===== config.mk =====
export PLATFORM = sky130hd
export DESIGN_NAME = pipeline_hazard_ctrl
export DESIGN_NICKNAME = d
export VERILOG_FILES = /design/src/rtl/pipeline_hazard_ctrl.sv
export SDC_FILE = /design/constraint.sdc
export NUM_CORES = 1
export LEC_CHECK = 0
export BUFFER_PORTS_ARGS = -buffer_cell sky130_fd_sc_hd__buf_2
export CAP_MARGIN = 10
export CORE_ASPECT_RATIO = 1.4
export CORE_MARGIN = 2
export CORE_UTILIZATION = 25
export DETAILED_ROUTE_END_ITERATION = 12
export HOLD_SLACK_MARGIN = 0.08
export REMOVE_ABC_BUFFERS = 1
export SLEW_MARGIN = 20
export SYNTH_ARGS = -nofsm -noshare
export SYNTH_HDL_FRONTEND = slang
export SYNTH_SLANG_ARGS = --single-unit

===== constraint.sdc =====
create_clock -name clk -period 2.3 [get_ports clk]
set_clock_uncertainty 0.1 [all_clocks]
set_input_delay 0.345 -clock clk [delete_from_list [all_inputs] [get_ports clk]]
set_output_delay 0.345 -clock clk [all_outputs]
set_load 0.005 [all_outputs]

===== src/rtl/pipeline_hazard_ctrl.sv =====
// Pipeline hazard controller for a five-stage in-order core.
// Generates the stage-register enables, flushes and the MEM/WB bubble from
// load-use hazards, data-memory wait states, taken branches and a halt
// request. A drain sequence lets the back end retire before stopping.
// A saturating counter tracks the number of frontend-stall cycles.
module pipeline_hazard_ctrl (
    input  logic        clk,
    input  logic        rst,
    input  logic [4:0]  id_rs1,
    input  logic [4:0]  id_rs2,
    input  logic        id_uses_rs2,
    input  logic        ex_mem_read,
    input  logic [4:0]  ex_rd,
    input  logic        ex_branch_taken,
    input  logic        mem_req,
    input  logic        mem_ready,
    input  logic        halt_req,
    output logic        pc_en,
    output logic        ifid_en,
    output logic        idex_en,
    output logic        exmem_en,
    output logic        memwb_en,
    output logic        ifid_flush,
    output logic        idex_flush,
    output logic        memwb_bubble,
    output logic        halted,
    output logic [2:0]  state,
    output logic [15:0] stall_count
);

    localparam logic [2:0] ST_RUN   = 3'd0;
    localparam logic [2:0] ST_LDUSE = 3'd1;
    localparam logic [2:0] ST_MWAIT = 3'd2;
    localparam logic [2:0] ST_DRAIN = 3'd3;
    localparam logic [2:0] ST_HALT  = 3'd4;

    // Number of DRAIN cycles minus one: three non-stalled cycles empty the
    // stages behind IF before the pipeline stops.
    localparam logic [1:0] DRAIN_LAST = 2'd2;

    logic [2:0]  state_reg, state_next;
    logic [1:0]  drain_cnt_reg, drain_cnt_next;
    logic [15:0] stall_count_reg, stall_count_next;

    logic load_use;
    logic mem_stall;

    // Hazard detection; X31 reads as zero so it never creates a dependency.
    always_comb begin
        load_use  = ex_mem_read && (ex_rd != 5'd31) &&
                    ((ex_rd == id_rs1) || (id_uses_rs2 && (ex_rd == id_rs2)));
        mem_stall = mem_req && !mem_ready;
    end

    // Output and next-state decode. States that defer to the RUN rules set
    // apply_run with possibly masked hazard inputs; the RUN rules are then
    // evaluated once after the per-state case.
    always_comb begin
        logic apply_run;
        logic eff_ms;
        logic eff_lu;

        pc_en          = 1'b1;
        ifid_en        = 1'b1;
        idex_en        = 1'b1;
        exmem_en       = 1'b1;
        memwb_en       = 1'b1;
        ifid_flush     = 1'b0;
        idex_flush     = 1'b0;
        memwb_bubble   = 1'b0;
        halted         = 1'b0;
        state_next     = state_reg;
        drain_cnt_next = drain_cnt_reg;
        apply_run      = 1'b0;
        eff_ms         = mem_stall;
        eff_lu         = load_use;

        case (state_reg)
            ST_RUN: begin
                apply_run = 1'b1;
            end
            ST_LDUSE: begin
                // The stall cycle has already been spent on this hazard.
                apply_run = 1'b1;
                eff_lu    = 1'b0;
            end
            ST_MWAIT: begin
                if (!mem_ready) begin
                    pc_en        = 1'b0;
                    ifid_en      = 1'b0;
                    idex_en      = 1'b0;
                    exmem_en     = 1'b0;
                    memwb_en     = 1'b0;
                    memwb_bubble = 1'b1;
                    state_next   = ST_MWAIT;
                end else begin
                    apply_run = 1'b1;
                    eff_ms    = 1'b0;
                end
            end
            ST_DRAIN: begin
                if (mem_stall) begin
                    // Freeze everything; the drain counter holds.
                    pc_en        = 1'b0;
                    ifid_en      = 1'b0;
                    idex_en      = 1'b0;
                    exmem_en     = 1'b0;
                    memwb_en     = 1'b0;
                    memwb_bubble = 1'b1;
                end else begin
                    pc_en          = 1'b0;
                    ifid_flush     = 1'b1;
                    drain_cnt_next = drain_cnt_reg + 2'd1;
                    if (drain_cnt_reg == DRAIN_LAST) begin
                        state_next = ST_HALT;
                    end
                end
            end
            ST_HALT: begin
                pc_en    = 1'b0;
                ifid_en  = 1'b0;
                idex_en  = 1'b0;
                exmem_en = 1'b0;
                memwb_en = 1'b0;
                halted   = 1'b1;
            end
            default: begin
                state_next = ST_RUN;
            end
        endcase

        if (apply_run) begin
            state_next = ST_RUN;
            if (eff_ms) begin
                pc_en        = 1'b0;
                ifid_en      = 1'b0;
                idex_en      = 1'b0;
                exmem_en     = 1'b0;
                memwb_en     = 1'b0;
                memwb_bubble = 1'b1;
                state_next   = ST_MWAIT;
            end else if (ex_branch_taken) begin
                ifid_flush = 1'b1;
                idex_flush = 1'b1;
            end else if (eff_lu) begin
                pc_en      = 1'b0;
                ifid_en    = 1'b0;
                idex_flush = 1'b1;
                state_next = ST_LDUSE;
            end else if (halt_req) begin
                pc_en          = 1'b0;
                ifid_flush     = 1'b1;
                drain_cnt_next = 2'd0;
                state_next     = ST_DRAIN;
            end
        end

        if (rst) begin
            pc_en          = 1'b0;
            ifid_en        = 1'b0;
            idex_en        = 1'b0;
            exmem_en       = 1'b0;
            memwb_en       = 1'b0;
            ifid_flush     = 1'b0;
            idex_flush     = 1'b0;
            memwb_bubble   = 1'b0;
            halted         = 1'b0;
            state_next     = ST_RUN;
            drain_cnt_next = 2'd0;
        end
    end

    // Frontend-stall counter: only RUN, LDUSE and MWAIT cycles with the PC
    // held are counted; the count sticks at all-ones.
    always_comb begin
        stall_count_next = stall_count_reg;
        if (rst) begin
            stall_count_next = 16'd0;
        end else if (!pc_en &&
                     ((state_reg == ST_RUN) || (state_reg == ST_LDUSE) ||
                      (state_reg == ST_MWAIT)) &&
                     (stall_count_reg != 16'hFFFF)) begin
            stall_count_next = stall_count_reg + 16'd1;
        end
    end

    // State, drain counter and stall counter registers.
    always_ff @(posedge clk) begin
        if (rst) begin
            state_reg       <= ST_RUN;
            drain_cnt_reg   <= 2'd0;
            stall_count_reg <= 16'd0;
        end else begin
            state_reg       <= state_next;
            drain_cnt_reg   <= drain_cnt_next;
            stall_count_reg <= stall_count_next;
        end
    end

    assign state       = state_reg;
    assign stall_count = stall_count_reg;

endmodule


Word-level counts from Yosys, hierarchy flattened. Index checks and enable logic that the tools add are counted. Widths: inputs -> output; s select.

Bits of input ports: 23. Output and inout port bits: 28. Flip-flop bits (word level): 21.

Add/subtract/negate cells: 2. Equal/unequal tests: 13. Multiplexer cells: 58. Reduce and logical (&&, ||, !) cells: 16.

Operator list (number): $mux 1 (38); $mux 2 (11); $add 16x1->16 const B (1); $ne 16x16->1 const B (1); $mux 3 (4); $eq 5x5->1 (2); $ne 3x3->1 const B (3); $pmux 3 s3 (1); $eq 3x2->1 const B (2); $logic_and 1x1->1 (6); $pmux 1 s2 (3); $ne 5x5->1 const B (1); $reduce_and 4->1 (1); $reduce_or 2->1 (2); $eq 3x1->1 const B (1); $eq 3x3->1 const B (1); $logic_not 3->1 (1); $logic_or 1x1->1 (3); $pmux 1 s3 (1); $reduce_or 3->1 (1); $add 2x1->2 const B (1); $eq 2x2->1 const B (1); $logic_not 1->1 (2); $ne 2x1->1 const B (1).

Depth between registers and ports, before layout.
Word-level depth: 13. Depth in mapped cells: 8. Depth with buffers taken out: 7.

Least setup slack after synthesis. Ideal clock, no wire load.

Kind: reg-to-reg. From: reg stall_count_reg[0] (netlist: stall_count[0]). To: reg stall_count_reg[11] (netlist: stall_count[11]). Period minus slack after synthesis: 2237 ps. Library setup time: 121 ps. Data arrival time: 2017 ps. Cell stages (with the launch flop): 9. Path buffers: 1. Setup slack: 63 ps. Cells stage by stage: dfxtp_1 -> ha_1 -> and4_1 -> nand4_1 -> or2_2 -> clkbuf_1 -> nand3b_1 -> nor3b_1 -> mux2_2.

Cells in the longest elaborated chain, start to end: 2. Elaborated cells on any way between the ends: 3. Those cells by class: add/sub: 1; eq/ne: 1; reduce/logical: 1.

Ends and longest elaborated chain: start, declared (line 43) `logic [15:0] stall_count_reg, stall_count_next;`; start signal, assigned (line 196) `stall_count_reg <= stall_count_next;`; parallel branches: the longest is 2 deep, another holds $add 16x1->16.

Several ways; the timed one is not identified. A chain may end at the register's enable or synchronous reset.

Worst setup path after layout.
From: reg state_reg[0] (netlist: state[0]). To: out ifid_flush.

Cells in the longest elaborated chain, start to end: 8. Elaborated cells on any way between the ends: 15. Those cells by class: eq/ne: 3; mux: 10; reduce/logical: 2.

Ends and longest elaborated chain: start, declared (line 41) `logic [2:0] state_reg, state_next;`; start signal, assigned (line 194) `state_reg <= state_next;`; $eq 3x2->1 (line 78) `case (state_reg)`; $mux 1 (line 78); $mux 1 (line 150) `end else if (halt_req) begin`; $mux 1 (line 145) `end else if (eff_lu) begin`; $mux 1 (line 142) `end else if (ex_branch_taken) begin`; $mux 1 (line 134) `if (eff_ms) begin`; $mux 1 (*) (line 132) `if (apply_run) begin`; $mux 1 (*) (line 158) `if (rst) begin`; end, declared (line 23) `output logic ifid_flush,`.

Every way passes the cells marked *; elsewhere a longest branch is shown, timed or not.

==> impl_metrics.toml <==
[outcome]
status = "complete, no violations"

[cells_and_area]
antenna_cells = 0
final_cell_mix = "buf_2 (50), a21oi_1 (20), dfxtp_1 (20), buf_4 (15), o21ai_0 (12)"
layout.nets = 261
syn_to_final_growth_pct = 35.4
fin_area_sq_um = 1830
drive_gt1_frac = 0.340
largest_register_ffs = 16
final_common_cell = "buf_2"

[clocking]
tritoncts = "yes"
cts_buffer_depth = 2
cts-htree-levels = 1
clk_latency_ps = 260
root_buffer = "clkbuf_8"
ctsHoldBuffers = 0
clk_pin_slew_ps = 80
cts.sinks = 21
cts_buffers = 3

[detailed_routing]
via_per_inst = 5.02
wl_per_cell_um = 11.5
antenna_left = 0
drt_pass1_iterations = 4
wl_um = 3470
drc = 0
vias = 1511
drtIter0Drc = 32

[place]
post_dp_cell_area_sq_um = 1760
gp_congestion = 0.924
dp_hpwl_um = 2800
numPortBuffers = 50

[setup_path]
worstPathMaxFanout = 5
crit_path_max_incr_delay_ps = 370
required_ps = 1860
cp_slowest_cell = "dfxtp_2"
worst-setup-path-type = "register to output pin"
r2r-end = "stall_count[15]$_SDFFE_PP0P_"
reg2reg_from = "state[0]$_SDFFE_PP0P_"
crit_chain = "buf_4 -> inv_1 -> o311ai_2 -> buf_4 -> nor2_2 -> nor2_2 -> o211a_1 -> buf_2"
worst_setup_path_end_kind = "output pin"
crit_buf_inv = 4
crit_family = "buffers and inverters"
arrival_ps = 1730
crit_path_start_kind = "register"
rrSetupSlack_ps = 190
rr_worst_depth = 7

[floorplan]
start_util = 0.260
fp.dieH_um = 91.1
io_pins = 51
num_rows = 31
coreArea_sq_um = 5200
die_x_um = 66.2
fp.dieArea_sq_um = 6030

[worst_hold_path]
min_path_type = "input port to register"
min_delay_path_depth = 3
holdPathEnd = "state[1]$_SDFFE_PP0P_"
hp-start = "ex_branch_taken"

[synth]
synth_cell_types = 37
synth.area.mux_share = 0.0250
synthSimpleGateAreaFrac = 0.309
synth_top_family_by_area = "simple AND/OR/NAND/NOR gates"
synth-seq-cells = 21
synthAdderAreaFrac = 0.0185
synth_xor_area_frac = 0.0712
ys_seq_area_frac = 0.311
synth_compound_area_frac = 0.221
syn_inst = 175
avgSynthCellArea_sq_um = 7.74
yosys_warnings = 0
netlist_area_sq_um = 1350

[grt]
grt_pass1_vias = 1436
grt-ovfl-total = 0
grt_max_degree = 28
grt_use_total = 0.121
grt_pass1_wl_um = 5950
grt_antenna_before_repair = 0

[sta]
setup_viol_count_final = 0
fin_crit_ps = 2170
drv_slew = 0
min_period_over_period = 0.944
rsz0062_at_grt = "false"
fmax_mhz = 460
hold_violations = 0
slew-limit-headroom = 0.749
worst_pin_slew_ps = 373

[power_and_ir_drop]
leakagePower_nw = 0.787
powerDensity_nw_per_um2 = 430
report.power.total_uw = 789
ir_drop_mv = 0.177

[job]
maxCapViolCount = 0
==> report_power, final <==
| group | total (mW) | internal [mW] | switching, mW |
|---|---|---|---|
| clock | 0.239 | 0.120 | 0.118 |
| sequential | 0.382 | 0.372 | 0.00935 |
| combinational | 0.168 | 0.0830 | 0.0855 |
| total | 0.789 | 0.576 | 0.213 |
==> through the flow <==
stage | instances | hold slack [ps] | setup TNS [ps] | util | setup WS, ps
after floorplan | 165 | 314 | -24.3 | - | -24.3
final | 301 | 315 | 0 | 0.353 | 128
after global placement | 295 | 380 | -211 | 0.338 | -43.3
after global routing | 301 | 319 | 0 | 0.353 | 1.03
after detailed placement | 295 | 389 | -407 | 0.338 | -69.0
after CTS | 299 | 313 | 0 | 0.349 | 42.5
==> synth_stat cells (all sizes together) <==
cell type	n	share of area
nand4	3	0.014
clkbuf	7	0.019
nand2b	3	0.014
a32oi	1	0.0065
a211oi	3	0.017
nand3b	2	0.011
nor2	13	0.036
nand2	10	0.028
nor4	2	0.014
dfxtp	21	0.31
o31a	2	0.013
and4	2	0.013
o21ai	12	0.044
and3	3	0.014
ha	2	0.018
o211a	2	0.015
xnor2	2	0.013
nor3b	3	0.017
nor2b	5	0.023
and2	2	0.0092
a21oi	20	0.074
nand3	8	0.030
mux2	3	0.025
o311ai	1	0.0065
o21a	1	0.0055
buf	3	0.015
o31ai	5	0.028
xor2	9	0.058
or3	8	0.037
nor3	5	0.018
or4	4	0.022
or2	2	0.0092
a31oi	1	0.0046
inv	4	0.011
a221o	1	0.0074
==> cell type report <==
| type | count | area, sq um |
|---|---|---|
| timing repair buffer | 66 | 383 |
| fill | 602 | 3360 |
| multi-input combinational | 140 | 885 |
| clock buffer | 3 | 41.3 |
| tap | 66 | 82.6 |
| clock inverter | 1 | 5.00 |
| sequential | 21 | 422 |
| inverter | 4 | 15.0 |
==> metal layers <==
layer | track usage | part of all wire
met5 | 0 | 0
met3 | 0.0173 | 0.061
met2 | 0.205 | 0.48
met1 | 0.146 | 0.43
met4 | 0.0561 | 0.020
==> how the worst max path moves through the flow <==
stage,from,end,slack (ps),depth (start not counted)
after CTS,state[0]$_SDFFE_PP0P_,ifid_flush,40,8
after global placement,ex_rd[3],stall_count[10]$_SDFFE_PP0P_,-40,7
after floorplan,ex_rd[3],stall_count[10]$_SDFFE_PP0P_,-20,6
final,state[0]$_SDFFE_PP0P_,ifid_flush,130,8
after detailed placement,ex_rd[2],stall_count[14]$_SDFFE_PP0P_,-70,8
after global routing,state[0]$_SDFFE_PP0P_,ifid_flush,1,8
==> what timing repair did <==
item                                    CTS  global route
hold endpoints to repair                  0             0
gates cloned                              0             0
buffers inserted                          0             2
endpoints found under the setup margin    1             4
resized for setup                         2             2
==> cell families (layout without fill, tap and decap cells) <==
kind of cell / Yosys count / in the layout
mux: 3 / 3
simple gates: 75 / 75
xor+xnor: 11 / 11
fa+ha+maj: 2 / 2
compound gates: 49 / 49
flops: 21 / 21
buf+inv: 14 / 74
==> worst min-delay path, cell delays in order <==
cell     delay (ps)
buf_2           110
or3_1           120
a21oi_1          50
No activity file was read; power rests on OpenSTA's default activity.
